==> config.mk <==
export PLATFORM = sky130hd
export DESIGN_NAME = uart_rx_unit_flat
export DESIGN_NICKNAME = d
export VERILOG_FILES = /design/src/rtl/uart_rx_unit_if.sv /design/src/rtl/uart_rx_unit.sv /design/src/flat_wrapper.sv
export SDC_FILE = /design/constraint.sdc
export NUM_CORES = 1
export LEC_CHECK = 0
export ABC_CLOCK_PERIOD_IN_PS = 2480
export BUFFER_PORTS_ARGS = -buffer_cell sky130_fd_sc_hd__buf_2
export CAP_MARGIN = 10
export CORE_MARGIN = 3
export CORE_UTILIZATION = 38
export DETAILED_ROUTE_END_ITERATION = 8
export HOLD_SLACK_MARGIN = 0.06
export PLACE_DENSITY_LB_ADDON = 0.05
export SKIP_LAST_GASP = 1
export SLEW_MARGIN = 20
export SYNTH_ARGS = -nofsm -noshare
export SYNTH_HDL_FRONTEND = slang
export SYNTH_SLANG_ARGS = --single-unit
export TNS_END_PERCENT = 30
==> constraint.sdc <==
create_clock -name clk -period 2.48 [get_ports clk]
set_input_delay 0.496 -clock clk [delete_from_list [all_inputs] [get_ports clk]]
set_output_delay 0.496 -clock clk [all_outputs]
set_load 0.01 [all_outputs]
==> src/rtl/uart_rx_unit_if.sv <==
// Consumer-side bundle of the UART receiver: byte handshake plus
// sticky error flags and their clear strobe.
interface uart_rx_unit_if;
    logic [7:0] rx_data;
    logic       rx_valid;
    logic       rx_ready;
    logic       error_clear;
    logic       framing_error;
    logic       overrun_error;

    modport master (
        output rx_data,
        output rx_valid,
        output framing_error,
        output overrun_error,
        input  rx_ready,
        input  error_clear
    );

    modport slave (
        input  rx_data,
        input  rx_valid,
        input  framing_error,
        input  overrun_error,
        output rx_ready,
        output error_clear
    );
endinterface

==> src/rtl/uart_rx_unit.sv <==
// 8N1 UART receiver with one-deep holding register and sticky errors.
// Optional UART_RX_MIDBIT_VOTE_EN: 2-of-3 majority vote at each sample point.
module uart_rx_unit #(
    parameter int CLOCK_FREQ = 50_000_000,
    parameter int BAUD_RATE  = 115200
) (
    input  logic           clk,
    input  logic           rst,
    input  logic           uart_input_line,
    uart_rx_unit_if.master bus
);

    localparam int BAUD_TICKS = CLOCK_FREQ / BAUD_RATE;
    localparam int HALF_TICKS = BAUD_TICKS / 2;
    localparam logic [15:0] BAUD_LAST = 16'(BAUD_TICKS - 1);
    localparam logic [15:0] HALF_LAST = 16'(HALF_TICKS - 1);

    localparam logic [2:0] S_IDLE    = 3'd0;
    localparam logic [2:0] S_START   = 3'd1;
    localparam logic [2:0] S_DATA    = 3'd2;
    localparam logic [2:0] S_STOP    = 3'd3;
    localparam logic [2:0] S_RECOVER = 3'd4;

    logic        sync1_q, sync2_q;
    logic        rx_s;
    logic        sample;
    logic [2:0]  state_q, state_d;
    logic [15:0] baud_cnt_q, baud_cnt_d;
    logic [2:0]  bit_cnt_q, bit_cnt_d;
    logic [7:0]  shift_q, shift_d;
    logic [7:0]  rx_data_q, rx_data_d;
    logic        rx_valid_q, rx_valid_d;
    logic        fe_q, fe_d;
    logic        oe_q, oe_d;
    logic        deliver;
    logic        fe_set;
    logic        oe_set;
    logic        xfer;

    assign rx_s = sync2_q;

`ifdef UART_RX_MIDBIT_VOTE_EN
    // vote_q holds rx_s from the two cycles before the sample point
    logic [1:0] vote_q;

    always_ff @(posedge clk or posedge rst) begin
        if (rst) begin
            vote_q <= 2'b11;
        end else begin
            vote_q <= {vote_q[0], rx_s};
        end
    end

    assign sample = (rx_s & vote_q[0]) | (rx_s & vote_q[1])
                  | (vote_q[0] & vote_q[1]);
`else
    assign sample = rx_s;
`endif

    always_comb begin
        state_d    = state_q;
        baud_cnt_d = baud_cnt_q;
        bit_cnt_d  = bit_cnt_q;
        shift_d    = shift_q;
        deliver    = 1'b0;
        fe_set     = 1'b0;
        unique case (state_q)
            S_IDLE: begin
                if (!rx_s) begin
                    state_d    = S_START;
                    baud_cnt_d = '0;
                end
            end
            S_START: begin
                if (baud_cnt_q == HALF_LAST) begin
                    baud_cnt_d = '0;
                    if (sample) begin
                        state_d = S_IDLE;
                    end else begin
                        state_d   = S_DATA;
                        bit_cnt_d = '0;
                    end
                end else begin
                    baud_cnt_d = baud_cnt_q + 16'd1;
                end
            end
            S_DATA: begin
                if (baud_cnt_q == BAUD_LAST) begin
                    baud_cnt_d = '0;
                    shift_d    = {sample, shift_q[7:1]};
                    bit_cnt_d  = bit_cnt_q + 3'd1;
                    if (bit_cnt_q == 3'd7) begin
                        state_d = S_STOP;
                    end
                end else begin
                    baud_cnt_d = baud_cnt_q + 16'd1;
                end
            end
            S_STOP: begin
                if (baud_cnt_q == BAUD_LAST) begin
                    baud_cnt_d = '0;
                    if (sample) begin
                        deliver = 1'b1;
                        state_d = S_IDLE;
                    end else begin
                        fe_set  = 1'b1;
                        state_d = S_RECOVER;
                    end
                end else begin
                    baud_cnt_d = baud_cnt_q + 16'd1;
                end
            end
            S_RECOVER: begin
                // hold off until the line returns high so a break cannot retrigger
                if (rx_s) begin
                    state_d    = S_IDLE;
                    baud_cnt_d = '0;
                end
            end
            default: begin
                state_d    = S_IDLE;
                baud_cnt_d = '0;
            end
        endcase
    end

    always_comb begin
        xfer       = rx_valid_q & bus.rx_ready;
        rx_data_d  = rx_data_q;
        rx_valid_d = rx_valid_q & ~xfer;
        oe_set     = 1'b0;
        if (deliver) begin
            if (!rx_valid_q || xfer) begin
                rx_data_d  = shift_q;
                rx_valid_d = 1'b1;
            end else begin
                oe_set = 1'b1;
            end
        end
        fe_d = fe_set | (fe_q & ~bus.error_clear);
        oe_d = oe_set | (oe_q & ~bus.error_clear);
    end

    always_ff @(posedge clk or posedge rst) begin
        if (rst) begin
            sync1_q    <= 1'b1;
            sync2_q    <= 1'b1;
            state_q    <= S_IDLE;
            baud_cnt_q <= '0;
            bit_cnt_q  <= '0;
            shift_q    <= '0;
            rx_data_q  <= '0;
            rx_valid_q <= 1'b0;
            fe_q       <= 1'b0;
            oe_q       <= 1'b0;
        end else begin
            sync1_q    <= uart_input_line;
            sync2_q    <= sync1_q;
            state_q    <= state_d;
            baud_cnt_q <= baud_cnt_d;
            bit_cnt_q  <= bit_cnt_d;
            shift_q    <= shift_d;
            rx_data_q  <= rx_data_d;
            rx_valid_q <= rx_valid_d;
            fe_q       <= fe_d;
            oe_q       <= oe_d;
        end
    end

    assign bus.rx_data       = rx_data_q;
    assign bus.rx_valid      = rx_valid_q;
    assign bus.framing_error = fe_q;
    assign bus.overrun_error = oe_q;

endmodule

==> src/flat_wrapper.sv <==
// flat-port wrapper written by rule: the top's interface ports become plain ports
module uart_rx_unit_flat 
#(
    parameter int CLOCK_FREQ = 50_000_000,
    parameter int BAUD_RATE  = 115200
)
  (clk, rst, uart_input_line, bus_rx_data, bus_rx_valid, bus_framing_error, bus_overrun_error, bus_rx_ready, bus_error_clear);
  uart_rx_unit_if bus_i ();
  input  logic clk;
  input  logic rst;
  input  logic uart_input_line;
  output wire logic [$bits(bus_i.rx_data)-1:0] bus_rx_data;
  output wire logic [$bits(bus_i.rx_valid)-1:0] bus_rx_valid;
  output wire logic [$bits(bus_i.framing_error)-1:0] bus_framing_error;
  output wire logic [$bits(bus_i.overrun_error)-1:0] bus_overrun_error;
  input wire logic [$bits(bus_i.rx_ready)-1:0] bus_rx_ready;
  input wire logic [$bits(bus_i.error_clear)-1:0] bus_error_clear;
  assign bus_rx_data = bus_i.rx_data;
  assign bus_rx_valid = bus_i.rx_valid;
  assign bus_framing_error = bus_i.framing_error;
  assign bus_overrun_error = bus_i.overrun_error;
  assign bus_i.rx_ready = bus_rx_ready;
  assign bus_i.error_clear = bus_error_clear;
  uart_rx_unit #(.CLOCK_FREQ(CLOCK_FREQ), .BAUD_RATE(BAUD_RATE)) u_core (.clk(clk), .rst(rst), .uart_input_line(uart_input_line), .bus(bus_i));
endmodule
======== Yosys cells after proc, flatten, opt, wreduce, memory -nomap -nowiden ========
Index checks and enable logic that the tools add are counted.
cells by class
  multiplexer cells ....................... 28
  equal/unequal tests ..................... 14
  bitwise operators ....................... 8
  $add $sub $neg .......................... 2
  reductions and logical operators ........ 10
operators with widths
  kind                                                                      count
  16-bit 2-to-1 mux                                                         4
  16-bit case mux with 4 select lines                                       1
  3-bit 2-to-1 mux                                                          10
  16-bit by 1-bit adder with 16-bit output (second input constant)          1
  16-bit by 8-bit equality test with 1-bit output (second input constant)   1
  16-bit by 9-bit equality test with 1-bit output (second input constant)   1
  3-bit case mux with 5 select lines                                        1
  1-bit 2-to-1 mux                                                          10
  2-bit by 1-bit inequality test with 1-bit output (second input constant)  5
  3-bit by 2-bit equality test with 1-bit output (second input constant)    2
  3-bit equality test (second input constant)                               2
  3-bit case mux with 2 select lines                                        1
  2-bit AND reduction                                                       3
  6-bit AND reduction                                                       1
  1-bit AND                                                                 4
  2-bit inequality test (second input constant)                             2
  4-bit AND reduction                                                       1
  3-bit by 1-bit adder with 3-bit output (second input constant)            1
  3-bit by 1-bit equality test with 1-bit output (second input constant)    1
  3-bit logical NOT                                                         1
  2-bit 2-to-1 mux                                                          1
  1-bit NOT                                                                 2
  1-bit OR                                                                  2
  2-bit nonzero test                                                        1
  other kinds (3)                                                           3
storage, ports and cells
  word-level logic and storage cells ...... 72
  output and inout bits ................... 11
  register bits ........................... 43

======== Longest topological paths before layout ========
Gate-level depths: netlist of run 1.
  word-level depth ........................ 5
  gate-level depth with buffers ........... 8
  depth with buffers taken out ............ 7

======== Worst setup path after synthesis of run 1 ========
Ideal clock, no wire load.
  path type ............................... register -> register
  start ................................... register u_core.baud_cnt_q[1]
  end ..................................... register u_core.state_q[0]
  setup time .............................. 0.125 ns
  required time ........................... 2.355 ns
  path slack .............................. 0.007 ns
  cell stages (with the launch flop) ...... 9
  buffers on the path ..................... 1
  period minus slack after synthesis ...... 2.473 ns
  data arrival time ....................... 2.348 ns
  cells stage by stage .................... dfrtp_1 > inv_1 > ha_1 > or3b_2 > or4_4 > a21oi_1 > and2_1 > buf_4 > mux2_2
between the ends
  longest elaborated chain between the ends .. 3
ends and longest elaborated chain
  item                                                                                                                       RTL line                                                     text
  start: declaration                                                                                                         uart_rx_unit.sv:28                                           logic [15:0] baud_cnt_q, baud_cnt_d;
  start signal: assignment                                                                                                   uart_rx_unit.sv:160                                          baud_cnt_q <= baud_cnt_d;
  16-bit by 9-bit equality test with 1-bit output / 16-bit by 8-bit equality test with 1-bit output (equally long branches)  uart_rx_unit.sv:88, uart_rx_unit.sv:100, uart_rx_unit.sv:75
  2-bit by 1-bit inequality test with 1-bit output (no line)                                                                 --
  6-bit AND reduction (no line) (*)                                                                                          --
  end signal: assignment                                                                                                     uart_rx_unit.sv:159                                          state_q <= state_d;
  end: declaration                                                                                                           uart_rx_unit.sv:27                                           logic [2:0] state_q, state_d;
Mark *: on every way between the ends. The rest lies on a longest branch, timed or not.
A chain may end at the register's enable or synchronous reset.

======== Final worst setup path of run 1 ========
Same ends and word-level chain as after synthesis.

==> results of run 1 <==
synthesized netlist by cell type, drive strengths merged (3+ instances only):
library cell  count
dfrtp            41
mux2             18
nand2            13
nor2             11
xor2              8
inv               6
nand3             6
o21ai             6
and3              5
ha                5
nand4             5
nor3b             5
a21o              4
a21oi             4
nor4              4
and4              3
buf               3
nor3              3
or4               3
worst paths after layout:
| path | start | end | slack [ns] | cells after the start |
|---|---|---|---|---|
| max | u_core.baud_cnt_q[1] | u_core.state_q[0] | -0.02 | 8 |
| min | uart_input_line | u_core.sync1_q | 0.28 | 1 |
| max reg2reg | u_core.baud_cnt_q[1] | u_core.state_q[0] | -0.02 | 8 |
| min reg2reg | u_core.sync1_q | u_core.rx_s | 0.36 | 0 |
| max in group asynchronous | rst | u_core.rx_s | 1.78 | 3 |
| min in group asynchronous | rst | u_core.state_q[0] | 0.32 | 3 |
per-stage QoR:
step	worst slack (ns)	hold slack (ns)	TNS (ns)
final	-0.0175	0.285	-0.0817
after global routing	-0.0878	0.269	-0.930
after CTS	0.00849	0.275	0
after detailed placement	0.0206	0.348	0
after global placement	0.0791	0.346	0
after floorplan	0.00718	0.345	0
final cells by class:
cell class                      instances  share of cell area
Multi-Input combinational cell        128               0.388
Timing Repair Buffer                   40               0.114
Tap cell                               70              0.0340
Clock buffer                            5              0.0267
Clock inverter                          3             0.00972
Sequential cell                        43               0.419
Inverter                                6             0.00875
registers in the layout (all words and copies together), names as in the netlist:
register and cells:
u_core.shift_q 8, u_core.bus.rx_valid 1, u_core.baud_cnt_q 16, u_core.bit_cnt_q 3
u_core.state_q 3, u_core.bus.rx_data 8, u_core.bus.framing_error 1, u_core.bus.overrun_error 1
u_core.rx_s 1, u_core.sync1_q 1
report_power, final:
| part | switching (uW) | leakage [uW] | internal (uW) |
|---|---|---|---|
| logic | 16.1 | 0.000669 | 4.17 |
| clock network | 262 | 0.0000443 | 202 |
| registers | 2.20 | 0.000579 | 703 |
kinds of logic after synthesis:
kind of cell / Yosys count / share of synthesized area
adders and majority gates: 5 / 0.0300
and+or+nand+nor: 69 / 0.199
xor gates and xnor gates: 8 / 0.0336
muxes: 18 / 0.0991
DFF: 43 / 0.518
AOI/OAI and AO/OA: 28 / 0.0973
buffers and inverters: 11 / 0.0228
per-layer routing:
metal,GRT usage,up-vias
met5,0,-
met4,0.0574,0
met3,0.0282,5
met2,0.242,22
met1,0.189,790
li1,-,753
layout by cell type, fill, tap and decap left out, types with 2 or more instances in the layout:
master    netlist  routed
a21o_1          3       3
a21oi_1         4       3
a22o_2          2       2
a41oi_1         2       2
and2_1          2       2
and3_1          4       4
and4_1          3       3
buf_2           2      15
buf_4           1      23
clkbuf_8        0       5
clkinv_4        0       2
dfrtp_1        41      41
dfstp_2         2       2
ha_1            5       4
inv_1           6       5
mux2_2         17      13
mux2_4          1       5
nand2_1        13      13
nand3_1         6       6
nand4_1         5       5
nor2_1         11      11
nor3_1          3       3
nor3b_1         4       4
nor4_1          4       4
o21ai_0         6       6
or4_1           2       2
or4b_2          2       2
xor2_1          8       8
worst reg2reg max path, delay by kind of cell (launching register included):
family                   cells  cell delay (ns)
AO/OA/AOI/OAI                1             0.17
adder cells (fa/ha/maj)      1             0.13
buffers and inverters        2             0.25
flip-flops                   1             0.39
multiplexers                 1             0.34
AND/OR/NAND/NOR              3             1.12
timing repair:
item | 4_1_cts | 5_1_grt
buffers inserted | 0 | 3
gates cloned | 0 | 1
endpoints found under the setup margin | 1 | 24
pin swaps | 0 | 3
gates resized for setup | 1 | 9
==> flow_summary.ini, run 1 <==
[min_path]
hold_path_class = in -> reg

[setup_path]
cp-end-kind = register
crit_type = reg -> reg
critPathRequiredTime_ns = 2.67
crit_family = simple AND/OR/NAND/NOR gates
arrival_ns = 2.68
crit_fanout = 3
path_cells = inv_2, ha_4, or3b_4, or4_4, buf_4, a21oi_2, and2_1, mux2_2
critPathLaunchType = register
critPathSlowestCell = or4_4
critPathBufInv = 2
critPathMaxStageDelay_ns = 0.56

[logic_synthesis]
ys_seq_area_frac = 0.518
synth_fp_nets = 192
synthCells = 182
synth_edf_count = 0
synthTopCellsByArea = dfrtp_1 49%, mux2_2 9.2%, xor2_1 3.4%, ha_1 3.0%, dfstp_2 2.5%
ys.flop_type = dfrtp_1
yosysUniqueCellTypes = 47
synth_warnings = 0
async_flop_share = 1.00
yosysTopAreaCell = dfrtp_1
synth_area_sq_um = 2080
synthDominantCellAreaShare = 0.492
synth_seq_cells = 43
syn_avg_cell_area_sq_um = 11.4

[clock_network]
htreeDepth = 2
clk_latency_ns = 0.30
cts_sinks = 43
cts_hold_buf = 0
cts_tree = built
clk_pin_slew_worst_paths_ns = 0.09
cts_buffer_depth = 2
cts_buffers = 5
clk_root_buffer_cell = clkbuf_8

[drt]
top_layer = met4
dr_wl_met3_microns = 114
wl_per_cell_microns = 14.9
avgViaCountPerCell = 5.32
drt-initial-drc-count = 58
wl_met2_microns = 2170
wl_met1_microns = 2060
first_pass_iters = 4
finalWirelength_microns = 4390
drc = 0
num_vias = 1570
postRouteAntennaNets = 0

[cells_and_area]
seq_area_sq_um = 1080
nets = 234
finalInstanceArea_sq_um = 2570
drive_gt1_frac = 0.369
final_cell_count_no_fill = 295
fillerInstances = 495
postLayoutCoreUtil = 0.494
multi_input_area_sq_um = 998
syn_to_final_growth_pct = 23.5
n_antenna_cell = 0

[timing]
hold_viol = 0
slew_viol_final = 0
timing.final.crit_period_ns = 2.50
fin_ws_ns = -0.0175
rsz0062_at_grt = yes
setup_viol = 6
worst_slew_pin_slew_ns = 0.540
finClkSkew_ns = 0.00827
final.period_utilization = 1.01
slew_headroom = 0.640
fmax_mhz = 400

[run]
cap_violations = 0

[floorplanning]
die_w_microns = 80.0
die_area_sq_um = 6410
fp.coreArea_sq_um = 5200
rows = 26
ios = 16
die_h_microns = 80.0
initial_core_util = 0.400

[placed_design]
gp_congestion = 0.810
place_area_sq_um = 2390
hpwl_microns = 3050
dp.cells = 283
portBuffers = 15

[grt]
antenna_found_initial = 0
grt_pass1_vias = 1529
grt_overflow = 0
grt_pass1_wl_microns = 7260
grt_max_degree = 44
grt_use_total = 0.147

[pwr]
peakVddDrop_mv = 0.227
total_power_uw = 1190
power.leakage_uw = 0.00129
power_density_nw_per_um2 = 462

[status]
violations = setup timing
status = finished, violations left
No activity file was read; power rests on OpenSTA's default activity.
==> inputs of run 2 (changes only) <==
--- a/config.mk
+++ b/config.mk
@@ -10,9 +10,11 @@
 export CAP_MARGIN = 10
 export CORE_MARGIN = 3
 export CORE_UTILIZATION = 38
+export CTS_BUF_LIST = sky130_fd_sc_hd__clkbuf_8
 export DETAILED_ROUTE_END_ITERATION = 8
 export HOLD_SLACK_MARGIN = 0.06
 export PLACE_DENSITY_LB_ADDON = 0.05
+export SKIP_CTS_REPAIR_TIMING = 1
 export SKIP_LAST_GASP = 1
 export SLEW_MARGIN = 20
 export SYNTH_ARGS = -nofsm -noshare
==> run 2 against run 1 <==
The flow still finishes with violations (setup timing). Combinational power about the same. Non-clock buffer count stayed put. Clock skew about the same. Core utilization grew 0.29 points. Cell count unchanged. Sequential share of layout area decreased by 0.24 points. Critical path type unchanged. Highest routed layer unchanged.
==> flow_summary.ini, run 2 (synthesis results as in run 1) <==
[floorplanning]
ios = 16
die_w_microns = 80.0
initial_core_util = 0.400
rows = 26
fp.coreArea_sq_um = 5200
die_h_microns = 80.0
die_area_sq_um = 6410

[setup_path]
worst_r2r_endpoint = u_core.state_q[0]
arrival_ns = 2.69
path_cells = inv_2, ha_4, or3b_4, or4_4, buf_4, a21oi_4, and2_1, mux2_2
critPathMaxStageDelay_ns = 0.56
critPathBufInv = 2
critPathRequiredTime_ns = 2.67
reg2reg_depth = 8
r2r_slack_ns = -0.02
crit_family = simple AND/OR/NAND/NOR gates
critPathSlowestCell = or4_4
crit_type = reg -> reg
crit_fanout = 3
cp-end-kind = register
critPathLaunchType = register
critPathLaunch = u_core.baud_cnt_q[1]
r2r_start = u_core.baud_cnt_q[1]

[timing]
worst_slew_pin_slew_ns = 0.541
finClkSkew_ns = 0.00872
slew_headroom = 0.639
fin_ws_ns = -0.0207
slew_viol_final = 0
hold_viol = 0
fmax_mhz = 400
fin_hold_ws_ns = 0.282
setup_viol = 6
final.period_utilization = 1.01
rsz0062_at_grt = yes
fin_tns_setup_ns = -0.0787
timing.final.crit_period_ns = 2.50

[drt]
avgViaCountPerCell = 5.33
first_pass_iters = 4
postRouteAntennaNets = 0
wl_per_cell_microns = 14.9
drc = 0
drt-initial-drc-count = 78
finalWirelength_microns = 4390
num_vias = 1573

[grt]
grt_pass1_wl_microns = 7210
grt_pass1_vias = 1526
grt_overflow = 0
grt_use_total = 0.146
grt_max_degree = 44
antenna_found_initial = 0

[placed_design]
portBuffers = 15
hpwl_microns = 3050
gp_congestion = 0.810
dp.cells = 283

[cells_and_area]
largest_reg_flops = 16
postLayoutCoreUtil = 0.497
n_antenna_cell = 0
largest_register = u_core.baud_cnt_q
syn_to_final_growth_pct = 24.3
nets = 234
final_cell_count_no_fill = 295
drive_gt1_frac = 0.369
layout_commonest_cell = dfrtp_1
final_cell_mix = 41 x dfrtp_1, 21 x buf_4, 15 x buf_2

[clock_network]
cts_tree = built
htreeDepth = 2
clk_latency_ns = 0.30
cts_buffers = 5
cts_buffer_depth = 2
clk_pin_slew_worst_paths_ns = 0.09
cts_sinks = 43
clk_root_buffer_cell = clkbuf_8

[pwr]
total_power_uw = 1190
power.leakage_uw = 0.00130
peakVddDrop_mv = 0.229
power_density_nw_per_um2 = 460

[min_path]
min_path_cells = 1
hp-start = uart_input_line
hold_path_class = in -> reg
hold_end = u_core.sync1_q

[run]
cap_violations = 0

[status]
status = finished, violations left
violations = setup timing
## run 2: cell types whose count changed in the layout (fill, tap and decap cells not counted)
cell	delta
buf_4	-2
buf_6	+2
a21oi_2	-1
a21oi_4	+1
## run 2: where the power goes
part	switching (uW)	internal, uW
combinational	16.1	4.17
sequential	2.20	703
clock	263	202
total	282	909
## run 2: per-layer routing
| layer | up-vias | wire length, microns | share of wire | global-route usage |
|---|---|---|---|---|
| li1 | 751 | - | - | - |
| met1 | 785 | 2040 | 0.47 | 0.188 |
| met2 | 30 | 2150 | 0.49 | 0.240 |
| met3 | 7 | 136 | 0.031 | 0.0282 |
| met4 | 0 | 60 | 0.014 | 0.0574 |
| met5 | - | 0 | 0 | 0 |
## run 2: worst reg2reg max path, stage by stage, from the launching register on
cell	delay, ns
dfrtp_1	0.39
inv_2	0.09
ha_4	0.13
or3b_4	0.38
or4_4	0.56
buf_4	0.16
a21oi_4	0.16
and2_1	0.18
mux2_2	0.34
## run 2: how the worst max path moves through the flow
stage / to / slack, ns / cells after the start
6_report: u_core.state_q[0] / -0.02 / 8
3_5_place_dp: u_core.state_q[0] / 0.02 / 7
4_1_cts: u_core.state_q[0] / -0.02 / 7
3_3_place_gp: u_core.state_q[0] / 0.08 / 7
5_1_grt: u_core.state_q[0] / -0.08 / 8
2_1_floorplan: u_core.state_q[0] / 0.007 / 8
## run 2: final cells by class
class | count | area (sq um)
clock buffers | 5 | 68.8
multi-input cells | 128 | 1010
well taps | 70 | 87.6
clock inverters | 3 | 25.0
fillers | 497 | 2620
flip-flops and latches | 43 | 1080
repair buffers | 40 | 300
inverters | 6 | 22.5
## run 2: metrics by stage
stage | area, sq um | setup slack, ns
after global routing | 2590 | -0.0848
after detailed placement | 2390 | 0.0206
final | 2590 | -0.0207
after CTS | 2480 | -0.0151
after floorplan | 2080 | 0.00718
after global placement | 2390 | 0.0791
